File: src/rtl/div_unit_if.sv
// Issue/writeback bundle between the execute stage and div_unit.
interface div_unit_if #(
    parameter int XLEN = 32
);
    // An op is accepted on a rising clk edge with start=1, busy=0 and flush=0.
    // result/rd are meaningful only while done=1; flush kills whatever is in flight.
    logic            start;
    logic [1:0]      op;
    logic [XLEN-1:0] rs1_val;
    logic [XLEN-1:0] rs2_val;
    logic [4:0]      rd_in;
    logic            flush;
    logic            busy;
    logic            done;
    logic [4:0]      rd;
    logic [XLEN-1:0] result;
    logic            reg_write;

    modport master (
        output start, op, rs1_val, rs2_val, rd_in, flush,
        input  busy, done, rd, result, reg_write
    );

    modport slave (
        input  start, op, rs1_val, rs2_val, rd_in, flush,
        output busy, done, rd, result, reg_write
    );
endinterface

File: src/rtl/div_unit.sv
// RV32M DIV/DIVU/REM/REMU unit: radix-2 restoring divider, one quotient bit per cycle.
// Optional macro DIV_FAST_SPECIAL_EN short-cuts divide-by-zero and signed overflow.
module div_unit #(
    parameter int XLEN = 32
) (
    input  logic       clk,
    input  logic       rst_n,
    div_unit_if.slave  bus,
    output logic [1:0] dbg_state_o
);
    typedef enum logic [1:0] {
        S_IDLE = 2'd0,
        S_CALC = 2'd1,
        S_FIX  = 2'd2,
        S_DONE = 2'd3
    } state_t;

    localparam logic [5:0]      ITERS   = 6'd32;
    localparam logic [XLEN-1:0] MIN_NEG = {1'b1, {(XLEN-1){1'b0}}};

    state_t          state_q, state_d;
    logic [5:0]      cnt_q, cnt_d;
    logic [1:0]      op_q, op_d;
    logic [4:0]      rd_lat_q, rd_lat_d, rd_q, rd_d;
    logic [XLEN-1:0] quo_q, quo_d, rem_q, rem_d, dvs_q, dvs_d, result_q, result_d;
    logic            neg_quo_q, neg_quo_d, neg_rem_q, neg_rem_d;
    logic            div0_q, div0_d, ovf_q, ovf_d;

    logic            accept, signed_op, in_div0, in_ovf, special;
    logic [XLEN-1:0] abs1, abs2, quo_fix, rem_fix;
    logic [XLEN:0]   shifted, trial;

    assign accept    = bus.start && !bus.flush && (state_q == S_IDLE || state_q == S_DONE);
    assign signed_op = !bus.op[0];
    assign abs1      = (signed_op && bus.rs1_val[XLEN-1]) ? -bus.rs1_val : bus.rs1_val;
    assign abs2      = (signed_op && bus.rs2_val[XLEN-1]) ? -bus.rs2_val : bus.rs2_val;
    assign in_div0   = (bus.rs2_val == '0);
    assign in_ovf    = signed_op && (bus.rs1_val == MIN_NEG) && (bus.rs2_val == '1);

`ifdef DIV_FAST_SPECIAL_EN
    // Special cases enter CALC with a zero count: one pass-through cycle, then FIX.
    assign special = in_div0 || in_ovf;
`else
    assign special = 1'b0;
`endif

    assign shifted = {rem_q, quo_q[XLEN-1]};
    assign trial   = shifted - {1'b0, dvs_q};

    // Divide-by-zero remainder falls out naturally: rem holds |rs1| and gets rs1's sign back.
    assign quo_fix = ovf_q     ? MIN_NEG :
                     div0_q    ? '1      :
                     neg_quo_q ? -quo_q  : quo_q;
    assign rem_fix = ovf_q     ? '0      :
                     neg_rem_q ? -rem_q  : rem_q;

    always_comb begin
        state_d   = state_q;
        cnt_d     = cnt_q;
        op_d      = op_q;
        rd_lat_d  = rd_lat_q;
        rd_d      = rd_q;
        quo_d     = quo_q;
        rem_d     = rem_q;
        dvs_d     = dvs_q;
        result_d  = result_q;
        neg_quo_d = neg_quo_q;
        neg_rem_d = neg_rem_q;
        div0_d    = div0_q;
        ovf_d     = ovf_q;

        case (state_q)
            S_IDLE, S_DONE: begin
                if (accept) begin
                    state_d   = S_CALC;
                    cnt_d     = special ? 6'd0 : ITERS;
                    op_d      = bus.op;
                    rd_lat_d  = bus.rd_in;
                    quo_d     = abs1;
                    rem_d     = special ? abs1 : '0;
                    dvs_d     = abs2;
                    neg_quo_d = signed_op && (bus.rs1_val[XLEN-1] ^ bus.rs2_val[XLEN-1]);
                    neg_rem_d = signed_op && bus.rs1_val[XLEN-1];
                    div0_d    = in_div0;
                    ovf_d     = in_ovf;
                end else begin
                    state_d = S_IDLE;
                end
            end
            S_CALC: begin
                if (cnt_q == 6'd0) begin
                    state_d = S_FIX;
                end else begin
                    cnt_d = cnt_q - 6'd1;
                    if (!trial[XLEN]) begin
                        rem_d = trial[XLEN-1:0];
                        quo_d = {quo_q[XLEN-2:0], 1'b1};
                    end else begin
                        rem_d = shifted[XLEN-1:0];
                        quo_d = {quo_q[XLEN-2:0], 1'b0};
                    end
                end
            end
            S_FIX: begin
                state_d  = S_DONE;
                result_d = op_q[1] ? rem_fix : quo_fix;
                rd_d     = rd_lat_q;
            end
            default: state_d = S_IDLE;
        endcase

        // Flush wins over everything, including a same-cycle start or a pending writeback.
        if (bus.flush) begin
            state_d  = S_IDLE;
            result_d = result_q;
            rd_d     = rd_q;
        end
    end

    always_ff @(posedge clk or negedge rst_n) begin
        if (!rst_n) begin
            state_q   <= S_IDLE;
            cnt_q     <= '0;
            op_q      <= '0;
            rd_lat_q  <= '0;
            rd_q      <= '0;
            quo_q     <= '0;
            rem_q     <= '0;
            dvs_q     <= '0;
            result_q  <= '0;
            neg_quo_q <= 1'b0;
            neg_rem_q <= 1'b0;
            div0_q    <= 1'b0;
            ovf_q     <= 1'b0;
        end else begin
            state_q   <= state_d;
            cnt_q     <= cnt_d;
            op_q      <= op_d;
            rd_lat_q  <= rd_lat_d;
            rd_q      <= rd_d;
            quo_q     <= quo_d;
            rem_q     <= rem_d;
            dvs_q     <= dvs_d;
            result_q  <= result_d;
            neg_quo_q <= neg_quo_d;
            neg_rem_q <= neg_rem_d;
            div0_q    <= div0_d;
            ovf_q     <= ovf_d;
        end
    end

    assign bus.busy      = (state_q == S_CALC) || (state_q == S_FIX);
    assign bus.done      = (state_q == S_DONE);
    assign bus.rd        = rd_q;
    assign bus.result    = result_q;
    assign bus.reg_write = bus.done && (rd_q != 5'd0);
    assign dbg_state_o   = state_q;
endmodule

File: src/flat_wrapper.sv
// flat-port wrapper written by rule: the top's interface ports become plain ports
module div_unit_flat 
#(
    parameter int XLEN = 32
)
  (clk, rst_n, dbg_state_o, bus_start, bus_op, bus_rs1_val, bus_rs2_val, bus_rd_in, bus_flush, bus_busy, bus_done, bus_rd, bus_result, bus_reg_write);
  div_unit_if #(.XLEN(XLEN)) bus_i ();
  input  logic clk;
  input  logic rst_n;
  output logic [1:0] dbg_state_o;
  input wire logic [$bits(bus_i.start)-1:0] bus_start;
  input wire logic [$bits(bus_i.op)-1:0] bus_op;
  input wire logic [$bits(bus_i.rs1_val)-1:0] bus_rs1_val;
  input wire logic [$bits(bus_i.rs2_val)-1:0] bus_rs2_val;
  input wire logic [$bits(bus_i.rd_in)-1:0] bus_rd_in;
  input wire logic [$bits(bus_i.flush)-1:0] bus_flush;
  output wire logic [$bits(bus_i.busy)-1:0] bus_busy;
  output wire logic [$bits(bus_i.done)-1:0] bus_done;
  output wire logic [$bits(bus_i.rd)-1:0] bus_rd;
  output wire logic [$bits(bus_i.result)-1:0] bus_result;
  output wire logic [$bits(bus_i.reg_write)-1:0] bus_reg_write;
  assign bus_i.start = bus_start;
  assign bus_i.op = bus_op;
  assign bus_i.rs1_val = bus_rs1_val;
  assign bus_i.rs2_val = bus_rs2_val;
  assign bus_i.rd_in = bus_rd_in;
  assign bus_i.flush = bus_flush;
  assign bus_busy = bus_i.busy;
  assign bus_done = bus_i.done;
  assign bus_rd = bus_i.rd;
  assign bus_result = bus_i.result;
  assign bus_reg_write = bus_i.reg_write;
  div_unit #(.XLEN(XLEN)) u_core (.clk(clk), .rst_n(rst_n), .bus(bus_i), .dbg_state_o(dbg_state_o));
endmodule
File: config.mk
export PLATFORM = sky130hd
export DESIGN_NAME = div_unit_flat
export DESIGN_NICKNAME = d
export VERILOG_FILES = /design/src/rtl/div_unit_if.sv /design/src/rtl/div_unit.sv /design/src/flat_wrapper.sv
export SDC_FILE = /design/constraint.sdc
export NUM_CORES = 1
export LEC_CHECK = 0
export BUFFER_PORTS_ARGS = -buffer_cell sky130_fd_sc_hd__buf_2
export CORE_UTILIZATION = 49
export DETAILED_ROUTE_END_ITERATION = 16
export PLACE_DENSITY = 0.7
export RECOVER_POWER = 50
export SYNTH_ARGS = -nofsm -noshare
export SYNTH_HDL_FRONTEND = slang
export SYNTH_SLANG_ARGS = --single-unit
export TNS_END_PERCENT = 50
File: constraint.sdc
create_clock -name clk -period 2.9 [get_ports clk]
set_input_delay 0.58 -clock clk [delete_from_list [all_inputs] [get_ports clk]]
set_output_delay 0.58 -clock clk [all_outputs]
set_load 0.005 [all_outputs]
==> run_results.csv, run 1 <==
group,metric,value,unit
detailed_routing,met1_length,15.1,mm
global_routing,antenna_found_initial,0,
cells_and_area,syn_to_final_growth,26.6,%
yosys,synth.top_cells.by_count,"nand2_1, dfrtp_1, o21ai_0",
timing,maxSlewHeadroom,-0.0968,
pwr,power_frac_comb,0.495,
cells_and_area,n_fill_cell,1846,
detailed_routing,routed_wl,33.9,mm
critical_path,worst_path_largest_cell_delay,550,ps
timing,final-hold-violation-count,0,
yosys,synth_top_area_frac,0.347,
clocking,ctsHoldBuffers,0,
timing,finalCriticalPeriod,3040,ps
place,port_buffers,116,
floorplan,die_w,151,um
status,status,"finished, violations left",
yosys,yosysUniqueCellTypes,64,
timing,clock_skew,8.98,ps
min_path,worstHoldPathType,"in2reg",
cells_and_area,drive_gt1_frac,0.246,
critical_path,crit_path_cell_trace,"or4_4 > or3_4 > or4b_4 > or3_4 > o31ai_4 > xor2_1 > o21ai_1 > o41ai_2 > o21ai_1",
critical_path,worst-endpoint-arrival,3340,ps
clocking,cts_sinks,151,
floorplan,boundaryPins,117,
timing,layout_setup_ws,-140,ps
pwr,peakVddDrop,0.000709,V
timing,setup_viol,6,
timing,fin_setup_tns,-400,ps
clocking,htreeDepth,4,
place,dp_hpwl,25.2,mm
status,violations,"capacitance limit, slew limit, setup timing",
timing,drv_slew,61,
floorplan,dieHeight,151,um
timing,max_slew.worst_pin.slew,1650,ps
detailed_routing,met3WireLength,1.83,mm
pwr,p_clk_frac,0.203,
place,routabilityCongestion,0.952,
pwr,netSwitchingPower,5.16,mW
clocking,insertion_delay,430,ps
cells_and_area,diodes,0,
pwr,swShare,0.433,
timing,min_period_over_period,1.05,
floorplan,core_area,21800,sq um
detailed_routing,ant_nets,0,
yosys,syn_area_per_cell,8.45,sq um
global_routing,track_usage,0.304,
yosys,synth_most_common_cell,"nand2_1",
cells_and_area,nets,1641,
global_routing,grt_pass1_wl,53.4,mm
yosys,synth-main-ff-cell,"dfrtp_1",
timing,fmax,329,MHz
detailed_routing,top_layer_used,"met4",
detailed_routing,drc,0,
critical_path,cp_max_fo,4,
flow_run,cap_viol_max_count,1,
yosys,synth_seq_cells,151,
critical_path,path_buf_inv,0,
yosys,mappedNetlistNets,1409,
place,dpl_cell_area,12800,sq um
yosys,yosysWarnings,0,
clocking,clockBufferDepth,2,
pwr,p_leak,6.37,nW
global_routing,grt_pass1_vias,10116,
critical_path,crit_family,"simple AND/OR/NAND/NOR gates",
detailed_routing,wl_met2,15.9,mm
detailed_routing,viasPerCell,5.93,
pwr,internal_power,6.76,mW
detailed_routing,drt_iter0_markers,804,
clocking,cts_buffers,17,
cells_and_area,fin_util,0.632,
detailed_routing,vias,10765,
timing,rsz0062_at_grt,"yes",
yosys,yosysSeqAreaShare,0.347,
global_routing,grt_overflow,0,
yosys,synthesis.area,10900,sq um
detailed_routing,routedWlPerCell,18.7,um
pwr,power_frac_seq,0.302,
pwr,power_density,864,nW/um^2
critical_path,worstSetupEndpointType,"register",
yosys,synth_cells,1290,
global_routing,grt_max_degree,76,
yosys,synthArstFlopShare,1.00,
clocking,clk_pin_slew,70,ps
clocking,cts_tree,"yes",
floorplan,dieArea,22800,sq um
critical_path,slowest_stage,"or4_4",
floorplan,start_util,0.499,
yosys,synth_top_area_cell,"dfrtp_1",
yosys,synth_edf_count,0,
critical_path,critical_path_class,"reg2reg",
clocking,cts_root_buf,"clkbuf_16",
critical_path,worst_setup_path_start_kind,"register",
cells_and_area,design_area,13800,sq um
yosys,synthTopCellsByArea,"dfrtp_1, xor2_1, o21ai_0",
critical_path,required,3200,ps
floorplan,rows,54,
detailed_routing,drt_first_pass_iters,7,
==> cell families after synthesis <==
| logic type | count (synthesis) | synth area share |
|---|---|---|
| compound gates | 409 | 0.246 |
| xor+xnor | 147 | 0.118 |
| buf+inv | 134 | 0.0472 |
| flops | 151 | 0.347 |
| simple gates | 376 | 0.164 |
| fa+ha+maj | 44 | 0.0512 |
| mux | 29 | 0.0274 |
==> cells in the final DEF (no fill, tap or decap), types with 10 or more instances in the layout <==
master	synthesis	layout
nand2_1	171	170
buf_4	0	158
dfrtp_1	151	151
buf_2	5	113
o21ai_0	129	102
xor2_1	89	89
nor2_1	65	65
a21oi_1	69	62
inv_1	59	58
xnor2_1	58	58
ha_1	43	41
o31ai_1	29	27
o21ai_1	3	26
a21o_1	25	25
a22oi_1	24	24
nor3_1	21	20
o22ai_1	19	19
a221oi_1	23	19
mux2i_1	22	19
clkbuf_16	0	18
nand4_1	17	17
nand2b_1	18	16
nor4_1	16	15
nand3_1	13	13
o211ai_1	11	11
or4_1	11	10
a221o_1	10	10
==> worst min-delay path, stage by stage <==
cell and delay (ps):
buf_2 80, nand2_1 40, nand2_1 40
==> stage by stage <==
step | power [mW] | instances | hold slack [ps] | setup WS [ps]
floorplan | 7.01 | 1290 | 284 | -17.7
global placement | 9.03 | 1774 | 453 | -110
detailed placement | 9.19 | 1774 | 459 | -187
CTS | 11.7 | 1808 | 155 | -112
global route | 12.7 | 1815 | 339 | -213
finish | 11.9 | 1815 | 332 | -140
==> sequential cells by signal, summed over array words and instances, names as in the netlist, 2 cells and up <==
signal	flops
u_core.dvs_q	32
u_core.dbg_state_o	2
u_core.rd_lat_q	5
u_core.quo_q	32
u_core.bus.result	32
u_core.cnt_q	6
u_core.rem_q	32
u_core.bus.rd	5
==> routing by layer <==
| layer | global-route usage | vias up |
|---|---|---|
| met4 | 0.113 | 0 |
| met5 | 0 | - |
| met3 | 0.0527 | 67 |
| met2 | 0.487 | 317 |
| met1 | 0.409 | 5250 |
| li1 | - | 5131 |
==> power by group through the flow <==
| stage | Combinational, mW | Clock (mW) | Sequential, mW |
|---|---|---|---|
| floorplan | 3.62 | 0 | 3.39 |
| global placement | 5.46 | 0 | 3.57 |
| detailed placement | 5.59 | 0 | 3.60 |
| CTS | 5.70 | 2.44 | 3.56 |
| global route | 6.51 | 2.52 | 3.70 |
| finish | 5.90 | 2.42 | 3.60 |
==> area by class of cell <==
cell class / instances / area, sq um / area share
repair buffers: 288 / 1970 / 0.142
flip-flops and latches: 151 / 3780 / 0.274
clock buffers: 17 / 425 / 0.0308
well taps: 280 / 350 / 0.0254
clock inverters: 15 / 210 / 0.0152
inverters: 59 / 221 / 0.0161
multi-input cells: 1005 / 6840 / 0.496
==> path summary, 6_finish.rpt <==
kind | from | endpoint | slack (ps) | depth (start not counted)
min in group asynchronous | rst_n | u_core.bus.result[11] | 570 | 1
max | u_core.rem_q[10] | u_core.bus.result[31] | -140 | 9
max reg2reg | u_core.rem_q[10] | u_core.bus.result[31] | -140 | 9
min | bus_rd_in[4] | u_core.rd_lat_q[4] | 330 | 3
min reg2reg | u_core.bus.result[12] | u_core.bus.result[12] | 470 | 1
max in group asynchronous | rst_n | u_core.dvs_q[21] | 380 | 2
==> what timing repair did <==
item,CTS,global route
gates cloned,2,1
setup endpoints to repair,36,45
pin swaps,8,21
buffers inserted,2,7
gates resized for setup,26,51
Power figures use the tool's default switching activity.
==> run 2: changes to the inputs <==
--- a/config.mk
+++ b/config.mk
@@ -5,10 +5,10 @@
 export SDC_FILE = /design/constraint.sdc
 export NUM_CORES = 1
 export LEC_CHECK = 0
-export BUFFER_PORTS_ARGS = -buffer_cell sky130_fd_sc_hd__buf_2
+export BUFFER_PORTS_ARGS = -buffer_cell sky130_fd_sc_hd__buf_4
 export CORE_UTILIZATION = 49
 export DETAILED_ROUTE_END_ITERATION = 16
-export PLACE_DENSITY = 0.7
+export PLACE_DENSITY = 0.67
 export RECOVER_POWER = 50
 export SYNTH_ARGS = -nofsm -noshare
 export SYNTH_HDL_FRONTEND = slang
==> constraint.sdc (replaced) <==
create_clock -name clk -period 3.05 [get_ports clk]
set_input_delay 0.61 -clock clk [delete_from_list [all_inputs] [get_ports clk]]
set_output_delay 0.61 -clock clk [all_outputs]
set_load 0.005 [all_outputs]
==> run 2 against run 1 <==
Compared with the run above:
- the flow now finishes without violations
- worst hold slack gained 9.8 ps
- via count is 2.7% lower
- critical path type unchanged
- die area unchanged
==> run_results.csv, run 2 (synthesis results as in run 1) <==
group,metric,value,unit
status,status,"complete, no violations",
detailed_routing,ant_nets,0,
detailed_routing,drc,0,
critical_path,worst_setup_path_start_kind,"register",
critical_path,cp_max_fo,6,
timing,final-hold-violation-count,0,
critical_path,worst-endpoint-arrival,3320,ps
place,dpl_cell_area,12800,sq um
global_routing,grt_pass1_vias,9809,
cells_and_area,diodes,0,
cells_and_area,post_layout_nonfiller_instances,1770,
detailed_routing,drt_iter0_markers,583,
timing,finalCriticalPeriod,3020,ps
clocking,ctsHoldBuffers,0,
cells_and_area,drive_gt1_frac,0.215,
global_routing,track_usage,0.297,
cells_and_area,final_common_cell,"buf_4",
detailed_routing,viasPerCell,5.92,
floorplan,rows,54,
critical_path,rr_endpoint,"u_core.bus.result[31]",
critical_path,worstSetupEndpointType,"register",
critical_path,reg2reg_from,"u_core.rem_q[10]",
global_routing,grt_max_degree,57,
clocking,clockBufferDepth,2,
global_routing,grt_pass1_wl,51.8,mm
place,routabilityCongestion,0.916,
timing,min_period_over_period,0.989,
clocking,cts_tree,"yes",
timing,drv_slew,0,
floorplan,dieHeight,151,um
clocking,cts_buffers,17,
timing,setup_viol,0,
pwr,power_density,812,nW/um^2
floorplan,die_w,151,um
clocking,cts_root_buf,"clkbuf_16",
clocking,clk_pin_slew,70,ps
critical_path,rrSetupSlack,30,ps
pwr,p_leak,6.12,nW
detailed_routing,vias,10475,
floorplan,start_util,0.499,
floorplan,dieArea,22800,sq um
critical_path,crit_start,"u_core.rem_q[10]",
cells_and_area,layout_common_cells,"buf_4, nand2_1, dfrtp_1, o21ai_0, xor2_1",
critical_path,critical_path_class,"reg2reg",
clocking,insertion_delay,440,ps
pwr,peakVddDrop,0.000594,V
timing,fmax,331,MHz
critical_path,crit_path_end,"u_core.bus.result[31]",
place,place_inst,1735,
flow_run,cap_viol_max_count,0,
clocking,htreeDepth,4,
cells_and_area,design_area,13500,sq um
min_path,holdPathStages,2,
floorplan,boundaryPins,117,
timing,maxSlewHeadroom,0.0153,
timing,max_slew.worst_pin.slew,1480,ps
cells_and_area,n_fill_cell,1948,
cells_and_area,nets,1596,
critical_path,required,3350,ps
min_path,worstHoldPathType,"in2reg",
detailed_routing,drt_first_pass_iters,5,
place,dp_hpwl,25.1,mm
detailed_routing,routed_wl,32.9,mm
place,port_buffers,116,
cells_and_area,fin_util,0.620,
floorplan,core_area,21800,sq um
timing,whs,342,ps
global_routing,grt_overflow,0,
detailed_routing,routedWlPerCell,18.6,um
global_routing,antenna_found_initial,0,
clocking,cts_sinks,151,
timing,clock_skew,9.01,ps
cells_and_area,syn_to_final_growth,24.1,%
timing,rsz0062_at_grt,"yes",
critical_path,ff2ff_path_depth,9,
## run 2: changes by cell type in the layout (fill, tap and decap cells not counted), moves of 3 or more
cell / before / now
buf_2: 113 / 0
buf_4: 158 / 220
buf_6: 4 / 0
clkbuf_4: 0 / 12
mux2i_1: 19 / 22
mux2i_2: 3 / 0
o21ai_0: 102 / 123
o21ai_1: 26 / 5
o41ai_1: 8 / 11
o41ai_2: 4 / 1
## run 2: how the worst min path moves through the flow
stage                       start                     to  slack, ps
2_1_floorplan               rst_n       u_core.bus.rd[0]        310
3_3_place_gp   u_core.rd_lat_q[2]     u_core.rd_lat_q[2]        460
3_5_place_dp   u_core.rd_lat_q[0]     u_core.rd_lat_q[0]        460
4_1_cts                     rst_n   u_core.bus.result[0]        150
5_1_grt                 bus_flush  u_core.dbg_state_o[0]        350
6_report                bus_flush  u_core.dbg_state_o[0]        340
## run 2: final cells by class
| class | instances | area (sq um) | share of cell area |
|---|---|---|---|
| clock buffer | 19 | 443 | 0.0328 |
| clock inverter | 13 | 136 | 0.0101 |
| inverter | 59 | 221 | 0.0164 |
| multi-input combinational | 1005 | 6770 | 0.501 |
| sequential | 151 | 3780 | 0.280 |
| tap | 280 | 350 | 0.0259 |
| timing repair buffer | 243 | 1820 | 0.135 |
## run 2: through the flow
step	power [mW]	worst slack [ps]	TNS (ps)
final	11.0	32.5	0
after global routing	11.7	-107	-348
after CTS	10.9	-12.6	-12.6
after detailed placement	8.72	-53.6	-236
after global placement	8.61	0.671	0
after floorplan	6.66	66.8	0
## run 2: critical path: stages (launching register included)
cell and delay, ps:
dfrtp_1 420, or4_4 560, or3_4 370, or4b_4 550, or3_4 380, o31ai_4 180
xor2_1 160, o21ai_1 70, o41ai_1 90, o21ai_1 100
## run 2: where the power goes
group / switching, mW / total [mW] / internal (mW)
Sequential: 0.677 / 3.41 / 2.73
Combinational: 3.14 / 5.45 / 2.32
Clock: 0.948 / 2.12 / 1.17
## run 2: repair_timing
action / CTS / global route
buffers inserted: 0 / 3
gates resized for setup: 4 / 38
pin swaps: 3 / 9
setup endpoints to repair: 27 / 41
## run 2: per-layer routing
metal | share of wire | wire, um | track usage
met2 | 0.45 | 14800 | 0.455
met5 | 0 | 0 | 0
met1 | 0.47 | 15400 | 0.415
met3 | 0.055 | 1820 | 0.0599
met4 | 0.027 | 875 | 0.106
